File: config.mk
export PLATFORM = sky130hd
export DESIGN_NAME = sdram_burst_mover
export DESIGN_NICKNAME = d
export VERILOG_FILES = /design/src/rtl/sdram_burst_mover.sv
export SDC_FILE = /design/constraint.sdc
export NUM_CORES = 1
export LEC_CHECK = 0
export BUFFER_PORTS_ARGS = -buffer_cell sky130_fd_sc_hd__buf_2
export CELL_PAD_IN_SITES_DETAIL_PLACEMENT = 2
export CELL_PAD_IN_SITES_GLOBAL_PLACEMENT = 2
export CORE_MARGIN = 2
export CORE_UTILIZATION = 44
export DETAILED_ROUTE_END_ITERATION = 10
export HOLD_SLACK_MARGIN = 0.08
export PLACE_DENSITY = 0.77
export RECOVER_POWER = 50
export SLEW_MARGIN = 10
export SYNTH_ARGS = -nofsm -noshare
export SYNTH_HDL_FRONTEND = slang
export SYNTH_SLANG_ARGS = --single-unit
File: constraint.sdc
create_clock -name clk -period 6.12 [get_ports clk]
set_input_delay 0.918 -clock clk [delete_from_list [all_inputs] [get_ports clk]]
set_output_delay 0.918 -clock clk [all_outputs]
set_load 0.05 [all_outputs]
File: src/rtl/sdram_burst_mover.sv
// Start/done copy engine: a burst read master fills a FWFT FIFO and a burst
// write master drains it into the destination window.
//
//   state   | meaning
//   R_IDLE  | no words left to request
//   R_WAIT  | words left, not enough FIFO room for the next burst yet
//   R_REQ   | read burst presented, waiting for acceptance
//   W_IDLE  | waiting for enough FIFO words to cover the next write burst
//   W_BURST | write burst in progress, one beat per accepted cycle
module sdram_burst_mover #(
    parameter int DATA_W     = 16,
    parameter int ADDR_W     = 32,
    parameter int LEN_W      = 24,
    parameter int BURST_LEN  = 8,
    parameter int BC_W       = 7,
    parameter int FIFO_DEPTH = 32
) (
    input  logic              clk,
    input  logic              reset_n,
    input  logic              start,
    input  logic [ADDR_W-1:0] src_addr,
    input  logic [ADDR_W-1:0] dst_addr,
    input  logic [LEN_W-1:0]  len_words,
    output logic              busy,
    output logic              done,
    output logic [3:0]        status,
    output logic [ADDR_W-1:0] rd_address,
    output logic              rd_read,
    output logic [BC_W-1:0]   rd_burstcount,
    input  logic              rd_waitrequest,
    input  logic [DATA_W-1:0] rd_readdata,
    input  logic              rd_readdatavalid,
    output logic [ADDR_W-1:0] wr_address,
    output logic              wr_write,
    output logic [BC_W-1:0]   wr_burstcount,
    output logic [DATA_W-1:0] wr_writedata,
    input  logic              wr_waitrequest
);

    localparam int BYTES = DATA_W / 8;
    localparam int PTR_W = $clog2(FIFO_DEPTH);
    localparam int CNT_W = PTR_W + 1;
    localparam int SUM_W = CNT_W + 2;

    typedef enum logic [1:0] {R_IDLE, R_REQ, R_WAIT} r_state_t;
    typedef enum logic       {W_IDLE, W_BURST}       w_state_t;

    r_state_t          r_state_q, r_state_d;
    w_state_t          w_state_q, w_state_d;
    logic              start_q, start_d;
    logic              busy_q, busy_d;
    logic              done_q, done_d;
    logic [3:0]        bursts_q, bursts_d;
    logic [ADDR_W-1:0] rd_addr_q, rd_addr_d;
    logic [ADDR_W-1:0] wr_addr_q, wr_addr_d;
    logic [LEN_W-1:0]  words_left_rd_q, words_left_rd_d;
    logic [LEN_W-1:0]  words_left_wr_q, words_left_wr_d;
    logic [CNT_W-1:0]  outstanding_q, outstanding_d;
    logic [BC_W-1:0]   rd_bc_q, rd_bc_d;
    logic [BC_W-1:0]   wr_bc_q, wr_bc_d;
    logic [BC_W-1:0]   wr_beat_q, wr_beat_d;
    logic [PTR_W-1:0]  wr_ptr_q, wr_ptr_d;
    logic [PTR_W-1:0]  rd_ptr_q, rd_ptr_d;
    logic [CNT_W-1:0]  fifo_count_q, fifo_count_d;
    logic [DATA_W-1:0] fifo_mem_q [FIFO_DEPTH];

    logic              start_edge;
    logic [BC_W-1:0]   rd_n;
    logic [BC_W-1:0]   wr_m;
    logic              rd_room;
    logic              rd_accept;
    logic              push;
    logic              pop;

    assign start_edge = start && !start_q && !busy_q;
    assign rd_n = (words_left_rd_q >= LEN_W'(BURST_LEN)) ? BC_W'(BURST_LEN) : BC_W'(words_left_rd_q);
    assign wr_m = (words_left_wr_q >= LEN_W'(BURST_LEN)) ? BC_W'(BURST_LEN) : BC_W'(words_left_wr_q);

    // Room counts words already requested but not yet returned, so the FIFO cannot overflow.
    assign rd_room = (SUM_W'(fifo_count_q) + SUM_W'(outstanding_q) + SUM_W'(rd_n))
                     <= SUM_W'(FIFO_DEPTH);

    assign rd_accept = (r_state_q == R_REQ) && !rd_waitrequest;
    // Data returned with nothing outstanding belongs to a transfer aborted by reset.
    assign push      = rd_readdatavalid && (outstanding_q != '0);
    assign pop       = (w_state_q == W_BURST) && !wr_waitrequest;

    always_comb begin
        r_state_d       = r_state_q;
        w_state_d       = w_state_q;
        start_d         = start;
        busy_d          = busy_q;
        done_d          = done_q;
        bursts_d        = bursts_q;
        rd_addr_d       = rd_addr_q;
        wr_addr_d       = wr_addr_q;
        words_left_rd_d = words_left_rd_q;
        words_left_wr_d = words_left_wr_q;
        rd_bc_d         = rd_bc_q;
        wr_bc_d         = wr_bc_q;
        wr_beat_d       = wr_beat_q;

        if (start_edge) begin
            bursts_d = '0;
            done_d   = 1'b0;
            if (len_words == '0) begin
                done_d = 1'b1;
            end else begin
                busy_d          = 1'b1;
                rd_addr_d       = src_addr;
                wr_addr_d       = dst_addr;
                words_left_rd_d = len_words;
                words_left_wr_d = len_words;
            end
        end

        case (r_state_q)
            R_IDLE, R_WAIT: begin
                if (words_left_rd_q != '0) begin
                    if (rd_room) begin
                        r_state_d = R_REQ;
                        rd_bc_d   = rd_n;
                    end else begin
                        r_state_d = R_WAIT;
                    end
                end else begin
                    r_state_d = R_IDLE;
                end
            end
            R_REQ: begin
                if (!rd_waitrequest) begin
                    rd_addr_d       = rd_addr_q + ADDR_W'(rd_bc_q) * ADDR_W'(BYTES);
                    words_left_rd_d = words_left_rd_q - LEN_W'(rd_bc_q);
                    r_state_d       = R_IDLE;
                end
            end
            default: r_state_d = R_IDLE;
        endcase

        case (w_state_q)
            W_IDLE: begin
                if ((words_left_wr_q != '0) && (fifo_count_q >= CNT_W'(wr_m))) begin
                    w_state_d = W_BURST;
                    wr_bc_d   = wr_m;
                    wr_beat_d = '0;
                end
            end
            W_BURST: begin
                if (!wr_waitrequest) begin
                    wr_beat_d = wr_beat_q + BC_W'(1);
                    if (wr_beat_q == wr_bc_q - BC_W'(1)) begin
                        wr_addr_d       = wr_addr_q + ADDR_W'(wr_bc_q) * ADDR_W'(BYTES);
                        words_left_wr_d = words_left_wr_q - LEN_W'(wr_bc_q);
                        bursts_d        = bursts_q + 4'd1;
                        w_state_d       = W_IDLE;
                        if (words_left_wr_q == LEN_W'(wr_bc_q)) begin
                            busy_d = 1'b0;
                            done_d = 1'b1;
                        end
                    end
                end
            end
            default: w_state_d = W_IDLE;
        endcase
    end

    always_comb begin
        outstanding_d = outstanding_q;
        if (rd_accept) outstanding_d = outstanding_d + CNT_W'(rd_bc_q);
        if (push)      outstanding_d = outstanding_d - CNT_W'(1);

        wr_ptr_d     = push ? wr_ptr_q + PTR_W'(1) : wr_ptr_q;
        rd_ptr_d     = pop  ? rd_ptr_q + PTR_W'(1) : rd_ptr_q;
        fifo_count_d = fifo_count_q;
        if (push) fifo_count_d = fifo_count_d + CNT_W'(1);
        if (pop)  fifo_count_d = fifo_count_d - CNT_W'(1);
    end

    always_ff @(posedge clk or negedge reset_n) begin
        if (!reset_n) begin
            r_state_q       <= R_IDLE;
            w_state_q       <= W_IDLE;
            start_q         <= 1'b0;
            busy_q          <= 1'b0;
            done_q          <= 1'b0;
            bursts_q        <= '0;
            rd_addr_q       <= '0;
            wr_addr_q       <= '0;
            words_left_rd_q <= '0;
            words_left_wr_q <= '0;
            outstanding_q   <= '0;
            rd_bc_q         <= '0;
            wr_bc_q         <= '0;
            wr_beat_q       <= '0;
            wr_ptr_q        <= '0;
            rd_ptr_q        <= '0;
            fifo_count_q    <= '0;
        end else begin
            r_state_q       <= r_state_d;
            w_state_q       <= w_state_d;
            start_q         <= start_d;
            busy_q          <= busy_d;
            done_q          <= done_d;
            bursts_q        <= bursts_d;
            rd_addr_q       <= rd_addr_d;
            wr_addr_q       <= wr_addr_d;
            words_left_rd_q <= words_left_rd_d;
            words_left_wr_q <= words_left_wr_d;
            outstanding_q   <= outstanding_d;
            rd_bc_q         <= rd_bc_d;
            wr_bc_q         <= wr_bc_d;
            wr_beat_q       <= wr_beat_d;
            wr_ptr_q        <= wr_ptr_d;
            rd_ptr_q        <= rd_ptr_d;
            fifo_count_q    <= fifo_count_d;
        end
    end

    always_ff @(posedge clk) begin
        if (push) fifo_mem_q[wr_ptr_q] <= rd_readdata;
    end

    always_ff @(posedge clk) begin
        if (reset_n) begin
            assert (!(push && !pop && (fifo_count_q == CNT_W'(FIFO_DEPTH))));
            assert (!(pop && (fifo_count_q == '0)));
        end
    end

    assign busy          = busy_q;
    assign done          = done_q;
    assign status        = bursts_q;
    assign rd_read       = (r_state_q == R_REQ);
    assign rd_address    = rd_addr_q;
    assign rd_burstcount = rd_bc_q;
    assign wr_write      = (w_state_q == W_BURST);
    assign wr_address    = wr_addr_q;
    assign wr_burstcount = wr_bc_q;
    assign wr_writedata  = wr_write ? fifo_mem_q[rd_ptr_q] : '0;

endmodule

**Word-level counts from Yosys, hierarchy flattened**

Memories as Yosys holds them, arrays and structs flattened.
Cells that the tools add are included.

- Register bits: 165
- Bits in writable memories: 512
- Input port bits: 110
- Output and inout port bits: 102
- Word-level logic and storage cells: 118
- Memories: 1

- $add $sub $neg: 15
- Order comparisons: 4
- Eq/ne operators: 7
- Muxes and demuxes: 54
- Bitwise logic cells: 1
- Reductions and logical operators: 19

Memory list:

| name | words | width | read ports | clocked after Yosys merged registers in | wr ports | RTL line | RTL |
|---|---|---|---|---|---|---|---|
| fifo_mem_q | 32 | 16 | 1 | 0 | 1 | 65 | `logic [DATA_W-1:0] fifo_mem_q [FIFO_DEPTH];` |

Operators with widths:

| kind | count |
|---|---|
| $mux W32 | 9 |
| $mux W24 | 9 |
| $add A32 B8 Y32 | 2 |
| $ge A24 B4 Y1 const B | 2 |
| $reduce_bool A24 Y1 | 2 |
| $sub A24 B7 Y24 | 2 |
| $mux W7 | 4 |
| $eq A24 B7 Y1 | 1 |
| $logic_not A24 Y1 | 1 |
| $mux W6 | 4 |
| $mux W1 | 17 |
| $mux W16 | 1 |
| $mux W4 | 4 |
| $pmux W7 S2 | 1 |
| $sub A6 B1 Y6 const B | 2 |
| $add A5 B1 Y5 const B | 2 |
| $add A7 B7 Y8 | 1 |
| $le A8 B6 Y1 const B | 1 |
| $add A6 B6 Y7 | 1 |
| $add A7 B1 Y7 const B | 1 |
| $eq A7 B7 Y1 | 1 |
| $sub A7 B1 Y7 const B | 1 |
| $add A6 B1 Y6 const B | 1 |
| $add A6 B6 Y6 | 1 |
| 16 further kinds | 29 |

**Logic depth before layout (Yosys ltp)**

Gate-level depths: netlist (run 1).

- Word-level depth: 8
- Depth in mapped cells: 18
- Depth with buffers taken out: 17

**Worst setup path before layout (run 1)**

OpenSTA, ideal clock, no wires.

- Path kind: reg2reg
- Start: register words_left_rd_q[10]
- End: register rd_bc_q[0], in the netlist rd_burstcount[0]
- Setup time: 0.125 ns
- Arrival: 4.237 ns
- Required time: 5.995 ns
- Setup slack: 1.759 ns
- Stages on the path, launching flop included: 17
- Path buffers: 1
- Clock period less this slack: 4.361 ns
- Path through: dfrtp_1 -> nor4_2 -> nand3_1 -> nor3_1 -> and3_1 -> and2_1 -> fa_1 -> ha_1 -> inv_1 -> fa_1 -> nor2b_1 -> o21a_1 -> or3_1 -> a31oi_1 -> and2_1 -> clkbuf_1 -> mux2_2

- Word-level cells in the longest chain between the ends: 5
- Elaborated cells on any way between the ends: 6
- Those cells by class: add/sub: 1; order compare: 2; mux: 1; reduce/logical: 2

Ends and longest elaborated chain:

| element | RTL line | RTL |
|---|---|---|
| start, declared | 56 | `logic [LEN_W-1:0] words_left_rd_q, words_left_rd_d;` |
| start signal, assigned | 207 | `words_left_rd_q <= words_left_rd_d;` |
| $ge A24 B4 Y1 | 76 | `assign rd_n = (words_left_rd_q >= LEN_W'(BURST_LEN)) ? BC_W'(BURST_LEN) : BC_W'(words_left_rd_q);` |
| $mux W7 | 76 |  |
| via rd_n[1] | 68 | `logic [BC_W-1:0] rd_n;` |
| $add A7 B7 Y8 | 80 | `assign rd_room = (SUM_W'(fifo_count_q) + SUM_W'(outstanding_q) + SUM_W'(rd_n))` |
| $le A8 B6 Y1 | 81 | `<= SUM_W'(FIFO_DEPTH);` |
| $reduce_and A3 Y1 (no source line) | -- |  |
| end signal, assigned | 210 | `rd_bc_q <= rd_bc_d;` |
| end, declared | 59 | `logic [BC_W-1:0] rd_bc_q, rd_bc_d;` |

The timed path passes the listed nets, and every way through them passes these cells.
A chain may end at the register's enable or synchronous reset.

**Worst setup path in the final report (run 1)**

- Start: register rd_ptr_q[0]
- End: output wr_writedata[0]

- Word-level cells in the longest chain between the ends: 2

Ends and longest elaborated chain:

| element | RTL line | RTL |
|---|---|---|
| start, declared | 63 | `logic [PTR_W-1:0] rd_ptr_q, rd_ptr_d;` |
| start signal, assigned | 214 | `rd_ptr_q <= rd_ptr_d;` |
| $mem_v2 Z32 W16 | -- |  |
| $mux W16 | 239 | `assign wr_writedata = wr_write ? fifo_mem_q[rd_ptr_q] : '0;` |
| end, declared | 36 | `output logic [DATA_W-1:0] wr_writedata,` |

Every way passes these cells.

==> results.toml, run 1 <==
[detailed_routing]
routed_wirelength_mm = 95.62
via_count = 19570
drtPass1Iterations = 5
ant_nets = 0
initialDrtViolationCount = 1543
wire_per_inst_microns = 29.24
vias_per_cell = 5.983
post-route-drc-count = 0

[floorplan]
fp-row-count = 96
start_util = 0.4442
core_sq_mm = 0.06859
die_area_sq_mm = 0.07136
die_x_microns = 267.1
die_height_microns = 267.1
ios = 212

[clock_network]
cts_setup_buffers = 0
worstSkewPairLatency_ns = 0.64
h-tree-depth = 3
clkTransAtPathRegs_ns = 0.06
clockBufferDepth = 3
ctsResizeCount = 0
root_buffer = "clkbuf_16"
cts_buffers = 76
cts_tree = "built"
cts.sinks = 677
cts_hold_buf = 0

[setup_path]
critPathRequiredTime_ns = 5.20
criticalPathCategory = "reg -> out"
endpoint_kind = "output port"
cp_max_fo = 24
start_kind = "flop"
crit_arrival_ns = 4.51

[grt]
grt_antenna_before_repair = 5
grt_pass1_wl_mm = 143.0
grt_max_degree = 113
grt_usage = 0.2717
gr-total-overflow = 0
grt_pass1_vias = 21760

[outcome]
outcome = "finished with violations"
violations = "max-capacitance violations, max-slew violations"

[yosys]
synthTopCellsByArea = "edfxtp_1 (50%), dfrtp_1 (14%), mux4_2 (12%)"
ys_async_sr_fraction = 0.2437
synth_cells = 2025
synth_top_area_frac = 0.5047
synthDistinctLibCells = 76
syn-cell-area_sq_mm = 0.03046
yosysWarnings = 0
yosys.area.top_type = "edfxtp_1"
synth_common_cells = "edfxtp_1 (512), dfrtp_1 (165), mux4_2 (160)"
synth.most_common_cell = "edfxtp_1"
yosysSeqAreaShare = 0.6402
synthFlopType = "edfxtp_1"
synth_seq_cells = 677
synth-edff-count = 512
avgSynthCellArea_sq_um = 15.04

[cells_and_area]
ff_latch_area_sq_mm = 0.01951
multiInputGateArea_sq_mm = 0.01040
fillers = 6357
areaGrowthSynthToFinish_pct = 15.72
drive_gt1_frac = 0.2223
final_core_util = 0.5140
final_nets = 2451

[timing]
finClkSkew_ns = 0.03151
finalCritPeriodShare = 0.8873
fmax_ghz = 0.1841
worst_pin_slew_ns = 3.240
finalHoldViolCount = 0
finalCriticalPeriod_ns = 5.431
maxSlewHeadroom = -1.160
rsz0062_at_grt = "no"
slew_violations = 396
finalSetupViolations = 0
tns_ns = 0

[power]
p_per_area_mw_per_mm2 = 506.6
ir_drop_mv = 0.6411
power.leakage_nw = 12.56

[placement]
hpwl_mm = 61.83
io_buffers = 211
gp_congestion = 0.8157

[job]
maxCapViolCount = 10

[min_path]
min-delay-path-class = "in -> reg"
==> final cells by class <==
type	count	share of cell area
clock buffers	103	0.05909
well taps	931	0.03304
clock inverters	37	0.01271
flip-flops and latches	677	0.5534
multi-input cells	1201	0.2950
diodes	4	0.0002839
inverters	47	0.005004
repair buffers	270	0.04138
==> metrics by stage <==
| step | cells | total power, mW | hold WS (ns) | instance area [sq um] | setup WS, ns |
|---|---|---|---|---|---|
| 2_1_floorplan | 2028 | 11.05 | 0.4600 | 30480 | 1.759 |
| 3_3_place_gp | 3126 | 12.85 | 0.4525 | 32800 | 1.361 |
| 3_5_place_dp | 3126 | 13.25 | 0.4655 | 32800 | 1.131 |
| 4_1_cts | 3266 | 18.05 | 0.3934 | 35330 | 1.087 |
| 5_1_grt | 3270 | 18.66 | 0.3985 | 35250 | 0.3802 |
| 6_report | 3270 | 17.86 | 0.4214 | 35250 | 0.6895 |
==> kinds of logic after synthesis <==
group,count (synthesis),share of synthesized area
other cells,2,0.0002465
xor+xnor,51,0.01466
buf+inv,150,0.01934
flops,677,0.6402
fa+ha+maj,68,0.03089
mux,211,0.1353
simple gates,550,0.09044
compound gates,316,0.06892
==> power by group <==
group	internal (mW)	switching, mW
clock	2.68	1.97
combinational	2.55	4.25
sequential	5.59	0.825
==> critical path, cell delays in order, from the launching register on <==
cell and delay (ns):
dfrtp_1 1.45, buf_4 0.59, mux4_2 0.58, mux4_2 0.55
mux2i_1 0.29, nor2b_1 0.15, buf_2 0.24
==> state kept, by name (all words and copies together), names as in the netlist <==
signal           cells
fifo_mem_q         512
rd_address          32
wr_address          32
words_left_rd_q     24
words_left_wr_q     24
rd_burstcount        7
wr_beat_q            7
wr_burstcount        7
fifo_count_q         6
outstanding_q        6
rd_ptr_q             5
wr_ptr_q             5
status               4
r_state_q            2
busy                 1
done                 1
start_q              1
wr_write             1
==> routing by layer <==
metal / vias to the layer above / track usage / wire length, microns
li1: 8385 / - / -
met1: 10460 / 0.3379 / 37990
met2: 552 / 0.4931 / 50920
met3: 162 / 0.03678 / 4129
met4: 2 / 0.08047 / 2574
met5: - / 0 / 11
==> final timing paths <==
| kind | startpoint | end | slack, ns | cells past startpoint |
|---|---|---|---|---|
| hold / removal | start | start_q | 0.42 | 1 |
| hold reg to reg | rd_address[0] | rd_address[0] | 0.50 | 2 |
| setup / recovery | rd_ptr_q[0] | wr_writedata[0] | 0.69 | 6 |
| setup reg to reg | words_left_rd_q[10] | rd_burstcount[0] | 1.06 | 15 |
| max in group asynchronous | reset_n | words_left_rd_q[17] | 1.95 | 2 |
| min in group asynchronous | reset_n | wr_address[30] | 1.35 | 1 |
==> cells in the final DEF (no fill, tap or decap), drive strengths merged, types with 24 or more instances in the layout <==
master and count:
o21ai 91, nor2b 38, dfrtp 165, mux2i 48, nor3 48, edfxtp 512, clkinv 28, nor2 144
nand3 35, clkbuf 159, ha 56, a21oi 59, nand2 131, a211oi 24, xnor2 37, mux4 160
inv 49, buf 214
No activity file was read; power rests on OpenSTA's default activity.
==> run 2, diff against run 1 <==
MAX_ROUTING_LAYER = met4   (was default)
==> run 2 against run 1 <==
Compared with the run above:
- the run still ends with max-capacitance violations, max-slew violations left
- clock power barely moved
- maximum frequency rose by 0.79%
- final area hardly changed
- combinational power is essentially flat
- die area unchanged
- sequential power barely moved
- count of clock-buffer cells in the layout unchanged
- worst setup slack improved by 0.043 ns
- routed wire length increased by 0.11%
- first-iteration DRC count decreased by 4.9%
- core utilization about the same
- critical endpoint unchanged
==> results.toml, run 2 (synthesized netlist as in run 1, its figures left out) <==
[outcome]
outcome = "finished with violations"
violations = "max-capacitance violations, max-slew violations"

[clock_network]
cts_tree = "built"
worstSkewPairLatency_ns = 0.64
root_buffer = "clkbuf_16"
cts_hold_buf = 0
clkTransAtPathRegs_ns = 0.06
h-tree-depth = 3
cts.sinks = 677
clockBufferDepth = 3
cts_setup_buffers = 0
ctsResizeCount = 0
cts_buffers = 76

[setup_path]
cp_max_fo = 24
path_cells = "buf_4 > mux4_2 > mux4_2 > mux2i_1 > nor2b_1 > buf_2"
critPathBufInv = 2
endpoint_kind = "output port"
start_kind = "flop"
crit_path_top_delay_cell = "dfrtp_1"
crit_arrival_ns = 4.47
criticalPathCategory = "reg -> out"
critPathRequiredTime_ns = 5.20
crit_top_cell = "mux4_2"
crit_family = "flip-flops"
critPathMaxStageDelay_ns = 1.43

[detailed_routing]
post-route-drc-count = 0
vias_per_cell = 5.982
wire_per_inst_microns = 29.26
ant_nets = 0
initialDrtViolationCount = 1467
via_count = 19570
routed_wirelength_mm = 95.72
drtPass1Iterations = 6

[placement]
postPlaceCellArea_sq_mm = 0.03280
dp_cells = 3126
hpwl_mm = 61.83
io_buffers = 211
gp_congestion = 0.8278

[timing]
finClkSkew_ns = 0.03158
rsz0062_at_grt = "no"
finalCritPeriodShare = 0.8803
finalCriticalPeriod_ns = 5.388
worst_pin_slew_ns = 3.244
tns_ns = 0
finalSetupViolations = 0
slew_violations = 363
finalHoldViolCount = 0
maxSlewHeadroom = -1.163
fmax_ghz = 0.1856

[grt]
grt_pass1_wl_mm = 143.0
grt_max_degree = 113
gr-total-overflow = 0
grt_usage = 0.2802
grt_antenna_before_repair = 5
use_met2 = 0.4919
grtUsageMet1 = 0.3398
globalRouteMet3Util = 0.03632
grt_pass1_vias = 21720
top_usage_layer = "met2"

[floorplan]
fp-row-count = 96
start_util = 0.4442
die_area_sq_mm = 0.07136
die_x_microns = 267.1
core_sq_mm = 0.06859
die_height_microns = 267.1
ios = 212

[power]
ir_drop_mv = 0.6427
power.leakage_nw = 12.56
p_per_area_mw_per_mm2 = 506.5
totalPowerFinal_mw = 17.86

[cells_and_area]
largest_register_ffs = 512
layout_common_cells = "edfxtp_1 (512), dfrtp_1 (163), mux4_2 (160)"
final_nets = 2451
final_cells = 3271
areaGrowthSynthToFinish_pct = 15.73
postLayoutCellArea_sq_mm = 0.03526
layout_commonest_cell = "edfxtp_1"
drive_gt1_frac = 0.2223
top_register = "fifo_mem_q"
final_core_util = 0.5140

[job]
maxCapViolCount = 9

[min_path]
min-delay-path-class = "in -> reg"
==> run 2: worst paths after layout <==
kind                                startpoint                  to  slack, ns  cells after the start
setup reg to reg           words_left_rd_q[10]    rd_burstcount[0]       1.06                     15
max in group asynchronous              reset_n  words_left_rd_q[6]       1.95                      2
setup / recovery                   rd_ptr_q[0]     wr_writedata[0]       0.73                      6
hold reg to reg                  rd_address[0]       rd_address[0]       0.49                      2
min in group asynchronous              reset_n      wr_address[30]       1.35                      1
hold / removal                           start             start_q       0.43                      1
==> run 2: layout make-up <==
cell class / count / area [sq um]
well taps: 931 / 1165
clock inverters: 37 / 447.9
diodes: 5 / 12.51
clock buffers: 103 / 2083
inverters: 47 / 176.4
repair buffers: 270 / 1459
flip-flops and latches: 677 / 19510
multi-input cells: 1201 / 10400
fillers: 6357 / 33330
==> run 2: through the flow <==
step	worst slack (ns)	hold WS [ns]
after floorplan	1.759	0.4600
after global placement	1.361	0.4525
after detailed placement	1.131	0.4655
after CTS	1.087	0.3934
after global routing	0.4021	0.3972
final	0.7323	0.4260
==> run 2: where the power goes <==
group	internal, mW	switching [mW]	total [mW]	leakage, nW
Sequential	5.59	0.821	6.41	6.56
Combinational	2.55	4.25	6.79	4.76
Clock	2.68	1.97	4.65	1.24
Total	10.8	7.04	17.9	12.6
==> run 2: metal layers <==
metal / up-vias / wire (microns) / part of all wire
met1: 10440 / 37800 / 0.39
met2: 584 / 50970 / 0.53
met5: - / 0 / 0
met3: 162 / 4407 / 0.046
met4: 0 / 2549 / 0.027
li1: 8386 / - / -
==> run 3, diff against run 2 <==
RECOVER_POWER = 100   (was 50)
==> run 3 against run 2 <==
Compared with the run above:
- the flow still finishes with violations (max-capacitance violations, max-slew violations)
- core utilization decreased by 0.40 points
- first-iteration DRC count grew 3.4%
- flip-flop and latch count unchanged
- count of clock-buffer cells in the layout stayed put
- clock skew rose by 0.00076 ns
- combinational power down 1%
- worst setup slack lost 0.034 ns
- critical path type unchanged
- critical endpoint is now wr_writedata[10]
- largest cell class unchanged
==> results.toml, run 3 (synthesized netlist as in run 1, its figures left out) <==
[timing]
maxSlewHeadroom = -1.140
finalCriticalPeriod_ns = 5.422
slew_violations = 713
finClkSkew_ns = 0.03234
worst_pin_slew_ns = 3.210
tns_ns = 0
finalSetupViolations = 0
rsz0062_at_grt = "no"
timing.hold.ws_ns = 0.4246
fmax_ghz = 0.1844
finalHoldViolCount = 0
finalCritPeriodShare = 0.8860

[grt]
grt_antenna_before_repair = 5
grt_usage = 0.2802
gr-total-overflow = 0
grt_pass1_wl_mm = 143.0
grt_max_degree = 113
grt_pass1_vias = 21720

[clock_network]
cts_setup_buffers = 0
clockBufferDepth = 3
cts_hold_buf = 0
cts_buffers = 76
cts_tree = "built"
cts.sinks = 677
root_buffer = "clkbuf_16"
ctsResizeCount = 0
worstSkewPairLatency_ns = 0.64
h-tree-depth = 3
clkTransAtPathRegs_ns = 0.06

[placement]
hpwl_mm = 61.83
gp_congestion = 0.8278
dp_cells = 3126
io_buffers = 211

[cells_and_area]
final_cells = 3271
layout_common_cells = "edfxtp_1 (512), clkbuf_1 (176), dfrtp_1 (163)"
drive_gt1_frac = 0.1752
top_register = "fifo_mem_q"
final_nets = 2451
layout_commonest_cell = "edfxtp_1"
largest_register_ffs = 512
areaGrowthSynthToFinish_pct = 14.83

[detailed_routing]
initialDrtViolationCount = 1517
wire_per_inst_microns = 29.27
vias_per_cell = 5.987
via_count = 19590
post-route-drc-count = 0
routed_wirelength_mm = 95.74
ant_nets = 0
drtPass1Iterations = 5

[job]
maxCapViolCount = 27

[outcome]
violations = "max-capacitance violations, max-slew violations"
outcome = "finished with violations"

[floorplan]
fp-row-count = 96
die_x_microns = 267.1
ios = 212
die_height_microns = 267.1
die_area_sq_mm = 0.07136
core_sq_mm = 0.06859
start_util = 0.4442

[power]
ir_drop_mv = 0.6156
power.leakage_nw = 12.19
p_per_area_mw_per_mm2 = 507.9

[setup_path]
path_cells = "buf_12 > mux4_2 > mux4_2 > mux2i_1 > nor2b_1 > clkbuf_1"
crit_top_cell = "mux4_2"
critPathMaxStageDelay_ns = 1.43
endpoint_kind = "output port"
crit_path_top_delay_cell = "dfrtp_1"
criticalPathCategory = "reg -> out"
critPathRequiredTime_ns = 5.20
crit_arrival_ns = 4.50
critPathBufInv = 2
cp_max_fo = 46
crit_family = "multiplexers"
start_kind = "flop"

[min_path]
min-delay-path-class = "in -> reg"
-- run 3: final cells by class --
type                    count  area [sq um]
fillers                  6435         33600
flip-flops and latches    677         19510
multi-input cells        1201         10350
clock buffers             103          2083
repair buffers            270          1235
well taps                 931          1165
clock inverters            37         447.9
inverters                  47         176.4
diodes                      5         12.51
-- run 3: path summary, 6_finish.rpt --
kind / cells after the start / startpoint / slack [ns] / endpoint
min: 1 / start / 0.42 / start_q
max in group asynchronous: 2 / reset_n / 1.96 / words_left_rd_q[17]
min reg2reg: 2 / rd_address[0] / 0.50 / rd_address[0]
max: 6 / rd_ptr_q[0] / 0.70 / wr_writedata[10]
min in group asynchronous: 1 / reset_n / 1.34 / wr_address[30]
max reg2reg: 10 / wr_burstcount[1] / 0.84 / wr_address[19]
-- run 3: per-stage QoR --
stage | util | area, sq um | total power [mW] | setup slack, ns
after floorplan | - | 30480 | 11.05 | 1.759
final | 0.5100 | 34980 | 17.77 | 0.6979
after global routing | 0.5100 | 34980 | 18.59 | 0.3466
after global placement | 0.4783 | 32800 | 12.85 | 1.361
after CTS | 0.5152 | 35330 | 18.05 | 1.087
after detailed placement | 0.4783 | 32800 | 13.25 | 1.131
-- run 3: per-layer routing --
layer / wire [microns] / GRT usage / vias up
li1: - / - / 8396
met1: 37760 / 0.3398 / 10440
met2: 51130 / 0.4919 / 575
met3: 4319 / 0.03632 / 171
met4: 2530 / 0.08078 / 0
met5: 0 / - / -
-- run 3: power by group --
part | internal, mW | leakage [nW] | switching, mW
logic | 2.46 | 4.39 | 4.23
registers | 5.60 | 6.56 | 0.824
clock network | 2.68 | 1.24 | 1.98
